===== config.mk =====
export PLATFORM = sky130hd
export DESIGN_NAME = sm_uart_loader
export DESIGN_NICKNAME = d
export VERILOG_FILES = /design/src/rtl/sm_uart_loader_pkg.sv /design/src/rtl/sm_uart_rx.sv /design/src/rtl/sm_uart_loader.sv
export SDC_FILE = /design/constraint.sdc
export NUM_CORES = 1
export LEC_CHECK = 0
export ABC_AREA = 1
export BUFFER_PORTS_ARGS = -buffer_cell sky130_fd_sc_hd__buf_2
export CORE_ASPECT_RATIO = 0.9
export CORE_MARGIN = 10
export CORE_UTILIZATION = 35
export DETAILED_ROUTE_END_ITERATION = 8
export PLACE_DENSITY = 0.48
export SYNTH_ARGS = -nofsm -noshare
export SYNTH_HDL_FRONTEND = slang
export SYNTH_SLANG_ARGS = --single-unit

===== constraint.sdc =====
create_clock -name clk -period 3.55 [get_ports clk]
set_input_delay 0.71 -clock clk [delete_from_list [all_inputs] [get_ports clk]]
set_output_delay 0.71 -clock clk [all_outputs]
set_load 0.03 [all_outputs]

===== src/rtl/sm_uart_loader_pkg.sv =====
// Shared constants for the schoolRISCV UART boot loader.
//   DEF_BIT_CYCLES : default clk cycles per UART bit (50 MHz / 9600 baud)
//   LDR_*          : loader FSM state encodings
//   URX_*          : UART receiver FSM state encodings
package sm_uart_loader_pkg;

  localparam int unsigned DEF_BIT_CYCLES = 5208;

  localparam logic [0:0] LDR_IDLE = 1'b0;
  localparam logic [0:0] LDR_LOAD = 1'b1;

  localparam logic [1:0] URX_IDLE  = 2'd0;
  localparam logic [1:0] URX_START = 2'd1;
  localparam logic [1:0] URX_DATA  = 2'd2;
  localparam logic [1:0] URX_STOP  = 2'd3;

endpackage


===== src/rtl/sm_uart_rx.sv =====
// 8N1 UART receiver with 2-FF input synchronizer and mid-bit sampling.
//   clk, rst_n  : clock, synchronous active-low reset
//   rx_en       : 0 holds the receiver in URX_IDLE (abort)
//   uart_rx     : asynchronous serial line, idles high
//   byte_valid  : one-cycle pulse, byte_data holds the received byte
//   byte_data   : received byte, LSB first on the wire
//   byte_err    : one-cycle pulse on a low stop bit (byte dropped)
module sm_uart_rx
  import sm_uart_loader_pkg::*;
#(
  parameter int unsigned BIT_CYCLES = DEF_BIT_CYCLES
) (
  input  logic       clk,
  input  logic       rst_n,
  input  logic       rx_en,
  input  logic       uart_rx,
  output logic       byte_valid,
  output logic [7:0] byte_data,
  output logic       byte_err
);

  localparam int unsigned CNT_W = $clog2(BIT_CYCLES);
  localparam logic [CNT_W-1:0] HALF_M1 = CNT_W'(BIT_CYCLES / 2 - 1);
  localparam logic [CNT_W-1:0] FULL_M1 = CNT_W'(BIT_CYCLES - 1);

  logic             sync1_q, sync1_d;
  logic             sync2_q, sync2_d;
  logic [1:0]       state_q, state_d;
  logic [CNT_W-1:0] cnt_q, cnt_d;
  logic [2:0]       bit_idx_q, bit_idx_d;
  logic [7:0]       shift_q, shift_d;
  logic             armed_q, armed_d;
  logic             byte_valid_q, byte_valid_d;
  logic             byte_err_q, byte_err_d;

  // Next-state logic; armed_q blocks a new start until the line has been seen high
  always_comb begin
    sync1_d      = uart_rx;
    sync2_d      = sync1_q;
    state_d      = state_q;
    cnt_d        = cnt_q;
    bit_idx_d    = bit_idx_q;
    shift_d      = shift_q;
    armed_d      = armed_q;
    byte_valid_d = 1'b0;
    byte_err_d   = 1'b0;

    if (!rx_en) begin
      state_d = URX_IDLE;
      armed_d = 1'b0;
    end else begin
      case (state_q)
        URX_IDLE: begin
          if (!armed_q) begin
            if (sync2_q) armed_d = 1'b1;
          end else if (!sync2_q) begin
            state_d = URX_START;
            cnt_d   = HALF_M1;
          end
        end
        URX_START: begin
          if (cnt_q == '0) begin
            if (!sync2_q) begin
              state_d   = URX_DATA;
              cnt_d     = FULL_M1;
              bit_idx_d = 3'd0;
            end else begin
              state_d = URX_IDLE;
            end
          end else begin
            cnt_d = cnt_q - CNT_W'(1);
          end
        end
        URX_DATA: begin
          if (cnt_q == '0) begin
            shift_d = {sync2_q, shift_q[7:1]};
            cnt_d   = FULL_M1;
            if (bit_idx_q == 3'd7) state_d = URX_STOP;
            else                   bit_idx_d = bit_idx_q + 3'd1;
          end else begin
            cnt_d = cnt_q - CNT_W'(1);
          end
        end
        URX_STOP: begin
          if (cnt_q == '0) begin
            state_d = URX_IDLE;
            if (sync2_q) begin
              byte_valid_d = 1'b1;
            end else begin
              byte_err_d = 1'b1;
              armed_d    = 1'b0;
            end
          end else begin
            cnt_d = cnt_q - CNT_W'(1);
          end
        end
        default: state_d = URX_IDLE;
      endcase
    end
  end

  always_ff @(posedge clk) begin
    if (!rst_n) begin
      sync1_q      <= 1'b1;
      sync2_q      <= 1'b1;
      state_q      <= URX_IDLE;
      cnt_q        <= '0;
      bit_idx_q    <= 3'd0;
      shift_q      <= 8'd0;
      armed_q      <= 1'b0;
      byte_valid_q <= 1'b0;
      byte_err_q   <= 1'b0;
    end else begin
      sync1_q      <= sync1_d;
      sync2_q      <= sync2_d;
      state_q      <= state_d;
      cnt_q        <= cnt_d;
      bit_idx_q    <= bit_idx_d;
      shift_q      <= shift_d;
      armed_q      <= armed_d;
      byte_valid_q <= byte_valid_d;
      byte_err_q   <= byte_err_d;
    end
  end

  assign byte_valid = byte_valid_q;
  assign byte_data  = shift_q;
  assign byte_err   = byte_err_q;

endmodule


===== src/rtl/sm_uart_loader.sv =====
// UART boot loader: holds the CPU in reset while uart_on is high, assembles
// received bytes little-endian into 32-bit words and writes them to ROM.
//   clk, rst_n : clock, synchronous active-low reset
//   uart_on    : load-mode request (level)
//   uart_rx    : serial line
//   cpu_rst_n  : CPU reset, low while loading
//   rom_we/rom_addr/rom_wdata : one-cycle ROM write port
//   busy       : high in LOAD
//   word_cnt   : words written since LOAD entry, saturating at 2^ADDR_W
//   frame_err  : sticky bad-stop-bit flag, cleared on LOAD entry
module sm_uart_loader
  import sm_uart_loader_pkg::*;
#(
  parameter int unsigned BIT_CYCLES = DEF_BIT_CYCLES,
  parameter int unsigned ADDR_W     = 6
) (
  input  logic              clk,
  input  logic              rst_n,
  input  logic              uart_on,
  input  logic              uart_rx,
  output logic              cpu_rst_n,
  output logic              rom_we,
  output logic [ADDR_W-1:0] rom_addr,
  output logic [31:0]       rom_wdata,
  output logic              busy,
  output logic [ADDR_W:0]   word_cnt,
  output logic              frame_err
);

  localparam logic [ADDR_W:0] CNT_MAX = {1'b1, {ADDR_W{1'b0}}};

  logic       byte_valid;
  logic [7:0] byte_data;
  logic       byte_err;

  logic [0:0]        state_q, state_d;
  logic [1:0]        byte_idx_q, byte_idx_d;
  logic [ADDR_W-1:0] word_addr_q, word_addr_d;
  logic [ADDR_W:0]   word_cnt_q, word_cnt_d;
  logic [31:0]       shift_q, shift_d;
  logic              frame_err_q, frame_err_d;
  logic              rom_we_q, rom_we_d;
  logic [ADDR_W-1:0] rom_addr_q, rom_addr_d;
  logic [31:0]       rom_wdata_q, rom_wdata_d;
  logic              cpu_rst_n_q, cpu_rst_n_d;
  logic              busy_q, busy_d;

  sm_uart_rx #(.BIT_CYCLES(BIT_CYCLES)) u_rx (
    .clk        (clk),
    .rst_n      (rst_n),
    .rx_en      (state_q == LDR_LOAD),
    .uart_rx    (uart_rx),
    .byte_valid (byte_valid),
    .byte_data  (byte_data),
    .byte_err   (byte_err)
  );

  // Loader FSM, word assembly and ROM write generation
  always_comb begin
    state_d     = state_q;
    byte_idx_d  = byte_idx_q;
    word_addr_d = word_addr_q;
    word_cnt_d  = word_cnt_q;
    shift_d     = shift_q;
    frame_err_d = frame_err_q;
    rom_we_d    = 1'b0;
    rom_addr_d  = rom_addr_q;
    rom_wdata_d = rom_wdata_q;

    case (state_q)
      LDR_IDLE: if (uart_on)  state_d = LDR_LOAD;
      LDR_LOAD: if (!uart_on) state_d = LDR_IDLE;
      default:                state_d = LDR_IDLE;
    endcase

    if (state_q == LDR_IDLE && state_d == LDR_LOAD) begin
      byte_idx_d  = 2'd0;
      word_addr_d = '0;
      word_cnt_d  = '0;
      shift_d     = 32'd0;
      frame_err_d = 1'b0;
    end

    // Bytes arriving in the exit cycle are still honoured so a final word completes
    if (state_q == LDR_LOAD) begin
      if (byte_err) frame_err_d = 1'b1;
      if (byte_valid) begin
        case (byte_idx_q)
          2'd0:    shift_d[7:0]   = byte_data;
          2'd1:    shift_d[15:8]  = byte_data;
          2'd2:    shift_d[23:16] = byte_data;
          default: shift_d[31:24] = byte_data;
        endcase
        byte_idx_d = byte_idx_q + 2'd1;
        if (byte_idx_q == 2'd3) begin
          rom_we_d    = 1'b1;
          rom_addr_d  = word_addr_q;
          rom_wdata_d = {byte_data, shift_q[23:0]};
          word_addr_d = word_addr_q + ADDR_W'(1);
          if (word_cnt_q != CNT_MAX) word_cnt_d = word_cnt_q + (ADDR_W+1)'(1);
        end
      end
    end
  end

  always_comb begin
    cpu_rst_n_d = (state_d == LDR_IDLE);
    busy_d      = (state_d == LDR_LOAD);
  end

  always_ff @(posedge clk) begin
    if (!rst_n) begin
      state_q     <= LDR_IDLE;
      byte_idx_q  <= 2'd0;
      word_addr_q <= '0;
      word_cnt_q  <= '0;
      shift_q     <= 32'd0;
      frame_err_q <= 1'b0;
      rom_we_q    <= 1'b0;
      rom_addr_q  <= '0;
      rom_wdata_q <= 32'd0;
      cpu_rst_n_q <= 1'b0;
      busy_q      <= 1'b0;
    end else begin
      state_q     <= state_d;
      byte_idx_q  <= byte_idx_d;
      word_addr_q <= word_addr_d;
      word_cnt_q  <= word_cnt_d;
      shift_q     <= shift_d;
      frame_err_q <= frame_err_d;
      rom_we_q    <= rom_we_d;
      rom_addr_q  <= rom_addr_d;
      rom_wdata_q <= rom_wdata_d;
      cpu_rst_n_q <= cpu_rst_n_d;
      busy_q      <= busy_d;
    end
  end

  assign cpu_rst_n = cpu_rst_n_q;
  assign rom_we    = rom_we_q;
  assign rom_addr  = rom_addr_q;
  assign rom_wdata = rom_wdata_q;
  assign busy      = busy_q;
  assign word_cnt  = word_cnt_q;
  assign frame_err = frame_err_q;

endmodule


Yosys cells after proc, flatten, opt, wreduce, memory -nomap -nowiden
Cells that the tools add are included.

Reductions and logical operators: 16. Bitwise operators: 2. Equality and inequality tests: 19. Mux-type cells: 50. Add/subtract/negate cells: 5.

Operator list (count): $mux W32 (3); $mux W13 (6); $pmux W13 S4 (1); $mux W7 (5); $mux W8 (4); $mux W6 (4); $mux W2 (10); $logic_not A13 Y1 (1); $sub A13 B1 Y13 const B (1); $mux W3 (4); $reduce_and A3 Y1 (4); $reduce_and A6 Y1 (2); $mux W1 (10); $ne A2 B1 Y1 const B (5); $ne A2 B2 Y1 const B (5); $eq A2 B2 Y1 const B (4); $pmux W2 S4 (1); $add A7 B1 Y7 const B (1); $ne A7 B7 Y1 const B (1); $add A6 B1 Y6 const B (1); $pmux W3 S2 (1); $reduce_and A5 Y1 (1); $eq A2 B1 Y1 const B (2); $logic_not A2 Y1 (2); 11 further kinds (13).

Bits in registers: 120. Output and inout bits: 49. Logic and storage cells: 111.

Longest topological paths before layout
Word-level depth: 7. Depth in mapped cells: 13.

Hierarchy
A second synthesis with hierarchy kept.

Cell total of the unflattened synthesis: 661. Area, all modules: 4918.5 um^2.

By module, submodules not included: sm_uart_loader (instances 1, cells an instance 418, seq. area each 1621.6 um^2, area an instance 3221.8 um^2); sm_uart_rx (instances 1, cells an instance 243, seq. area each 620.6 um^2, area an instance 1696.6 um^2).

Worst setup path before layout
No wires, ideal clock.

Path kind: register -> register. Start point: register word_cnt_q[0], in the netlist word_cnt[0]. End point: register word_cnt_q[0], in the netlist word_cnt[0]. Data arrival time: 1552 ps. Path buffers: 0. Cell stages (with the launch flop): 9. Setup slack: 1881 ps. Period minus slack after synthesis: 1669 ps. Data required time: 3433 ps. Cell sequence: dfxtp_1 -> inv_1 -> ha_1 -> nand4_1 -> nand3_1 -> nor2_1 -> inv_1 -> a21oi_1 -> nor2_1.

Longest elaborated chain between the ends: 5. Elaborated cells on any way between the ends: 7. Those cells by class: add/sub: 1; eq/ne: 1; mux: 5.

RTL lines: start, declared (RTL line sm_uart_loader.sv:39) `logic [ADDR_W:0] word_cnt_q, word_cnt_d;`; start signal, assigned (RTL line sm_uart_loader.sv:128) `word_cnt_q <= word_cnt_d;`; $add A7 B1 Y7, or another cell as far along (RTL line sm_uart_loader.sv:100) `if (word_cnt_q != CNT_MAX) word_cnt_d = word_cnt_q + (ADDR_W+1)'(1);`; $mux W7 (RTL line sm_uart_loader.sv:100); $mux W7 (RTL line sm_uart_loader.sv:95) `if (byte_idx_q == 2'd3) begin`; $mux W7 (RTL line sm_uart_loader.sv:87) `if (byte_valid) begin`; $mux W7 (*) (RTL line sm_uart_loader.sv:85) `if (state_q == LDR_LOAD) begin`.

Every way passes the cells marked *; elsewhere a longest branch is shown, timed or not. A chain may end at the register's enable or synchronous reset.

==> results.yml <==
sta:
  fin_crit_sh_pct: 70.06
  final-max-slew-violation-count: 0
  finalSetupViolCount: 0
  tightest_slew_ns: 0.6733
  setup_tns_ns: 0
  fmax_mhz: 402.0
  clock_skew_ns: 0.006577
  hold_viol_final: 0
  post-route-min-period_ns: 2.487
  rsz0062_at_grt: "false"
  max-slew-margin-rel_pct: 54.96
cells_and_area:
  regArea_sq_mm: 0.002242
  fill_cells: 1382
  nets: 699
  layout-drive-gt1-share_pct: 14.91
  area_growth_pct: 14.54
  multi_input_area_sq_mm: 0.002260
  n_antenna_cell: 0
clock_tree:
  hold_buffers: 0
  cts_buffers: 9
  clk_latency_ns: 0.35
  postCtsSetupRepairBufs: 0
  htreeDepth: 3
  cts.sinks: 112
  clock_path_buffers: 2
  cts_resized: 0
  cts_root_buf: "clkbuf_16"
  cts_tree: "done"
  path_clk_slew_ns: 0.07
yosys:
  ys_async_sr_fraction_pct: 0
  synthMostInstantiatedCell: "nand2_1"
  synth_seq_area_share_pct: 46.29
  synthTopCellsByCount: "151 x nand2_1, 112 x dfxtp_1, 90 x a21oi_1"
  syn-num-nets: 657
  syn_avg_cell_area_sq_um: 7.603
  synth_edf_count: 0
  synth_top_area_share_pct: 46.29
  synthFlopType: "dfxtp_1"
  netlist_top_cells_area: "dfxtp_1 46%, nand2_1 12%, a21oi_1 9.3%, o21ai_0 5.7%, inv_1 4.3%"
  ys_ff_latch: 112
  syn_inst: 637
  yosysWarningCount: 0
  synth_area_leader_cell: "dfxtp_1"
  synth.distinct_cells: 39
  synth_area_sq_mm: 0.004843
floorplanning:
  die_w_um: 144
  num_rows: 40
  dieArea_sq_mm: 0.01895
  start_util_pct: 35.98
  io_pins: 53
  core_sq_mm: 0.01346
  die_y_um: 131.6
drt:
  first_pass_iters: 5
  vias_per_cell: 4.873
  vias: 4152
  drt_iter0_drc: 226
  routed_wirelength_um: 12140
  drc: 0
  drtAntennaViolNets: 0
  wl_per_cell_um: 14.25
setup_path:
  cp_data_required_time_ns: 3.79
  worstSetupEndpointType: "flop"
  crit_chain: "nand2_1 > inv_2 > nand2_2 > inv_2 > buf_4 > nand2_1 > nor2_1 > nor3_1"
  crit_type: "reg -> reg"
  critical_path.top_delay_family: "buffers and inverters"
  slowest_stage: "inv_2"
  worst_path_largest_cell_delay_ns: 0.54
  critPathMaxFanout: 33
  start_kind: "flop"
  arrival_ns: 2.72
  crit_buf_inv: 3
hold_path:
  hp-class: "reg -> reg"
power_and_ir_drop:
  p_per_area_mw_per_mm2: 434.1
  p_leak_nw: 2.336
  ir_worst_vdd_mv: 0.2878
  power_mw: 2.409
place:
  port_buffers: 52
  hpwl_um: 8375
  gp_congestion: 0.8418
global_routing:
  grt_pass1_wl_um: 20340
  track_usage_pct: 13.17
  antenna_found_initial: 0
  grt-ovfl-total: 0
  grt_start_max_net_pins: 57
  grt_pass1_vias: 4009
job:
  cap_violations: 0
status:
  status: "completed"
[path summary, 6_finish.rpt]
path	cells after the start	end	slack, ns	startpoint
setup / recovery	8	word_addr_q[2]	1.06	busy
hold / removal	1	u_rx.sync2_q	0.42	u_rx.sync1_q
setup reg to reg	8	word_addr_q[2]	1.06	busy
hold reg to reg	1	u_rx.sync2_q	0.42	u_rx.sync1_q
[layout by cell type, fill, tap and decap left out, types with 4 or more instances in the layout]
master and n:
nand4_1 11, nor2_1 40, inv_1 55, buf_2 52
nand3_1 23, inv_2 5, nor2_2 5, dfxtp_1 112
nand2_1 151, o21ai_0 55, ha_1 16, clkbuf_16 9
a21oi_1 90, nor3_1 4, buf_4 4
[sequential cells by signal, summed over array words and instances, names as in the netlist, 3 cells and up, named ones only]
| name | cells |
|---|---|
| rom_addr | 6 |
| rom_wdata | 32 |
| shift_q | 24 |
| u_rx.bit_idx_q | 3 |
| u_rx.byte_data | 8 |
| u_rx.cnt_q | 13 |
| word_addr_q | 6 |
| word_cnt | 7 |
[per-layer routing]
| layer | wire, um | vias to the layer above | GRT usage [%] |
|---|---|---|---|
| li1 | - | 2178 | - |
| met1 | 5915 | 1889 | 17.00 |
| met2 | 5355 | 74 | 20.30 |
| met3 | 659 | 11 | 3.746 |
| met4 | 208 | 0 | 4.762 |
| met5 | 0 | - | 0 |
[power by group]
group	internal, mW	switching [mW]	leakage, nW
Clock	0.620	0.462	0.150
Sequential	1.26	0.00264	0.903
Combinational	0.0156	0.0501	1.28
[final cells by class]
cell class | count | area share, %
Multi-Input combinational cell | 439 | 40.73
Clock buffer | 11 | 4.195
Sequential cell | 112 | 40.41
Tap cell | 168 | 3.789
Inverter | 61 | 4.172
Clock inverter | 5 | 1.466
Timing Repair Buffer | 56 | 5.232
[cell families after synthesis]
family,synth area share [%]
xor+xnor,0.9043
buf+inv,7.052
fa+ha+maj,4.133
compound gates,18.55
flops,46.29
mux,0.2325
simple gates,22.84
[worst reg2reg max path, stage by stage, from the launching register on]
cell	delay (ns)
dfxtp_1	0.51
nand2_1	0.16
inv_2	0.15
nand2_2	0.40
inv_2	0.55
buf_4	0.34
nand2_1	0.10
nor2_1	0.11
nor3_1	0.06
[metrics by stage]
step / instances / util (%) / hold WS [ns] / worst slack [ns] / area, sq um
finish: 852 / 41.21 / 0.4201 / 1.063 / 5548
global route: 852 / 41.21 / 0.4394 / 0.7228 / 5548
CTS: 852 / 41.21 / 0.4253 / 1.023 / 5548
detailed placement: 836 / 38.88 / 0.4071 / 1.020 / 5234
global placement: 836 / 38.88 / 0.3950 / 1.118 / 5234
floorplan: 637 / - / 0.3925 / 1.881 / 4843
Note: power is estimated with default switching activity, not from simulation.
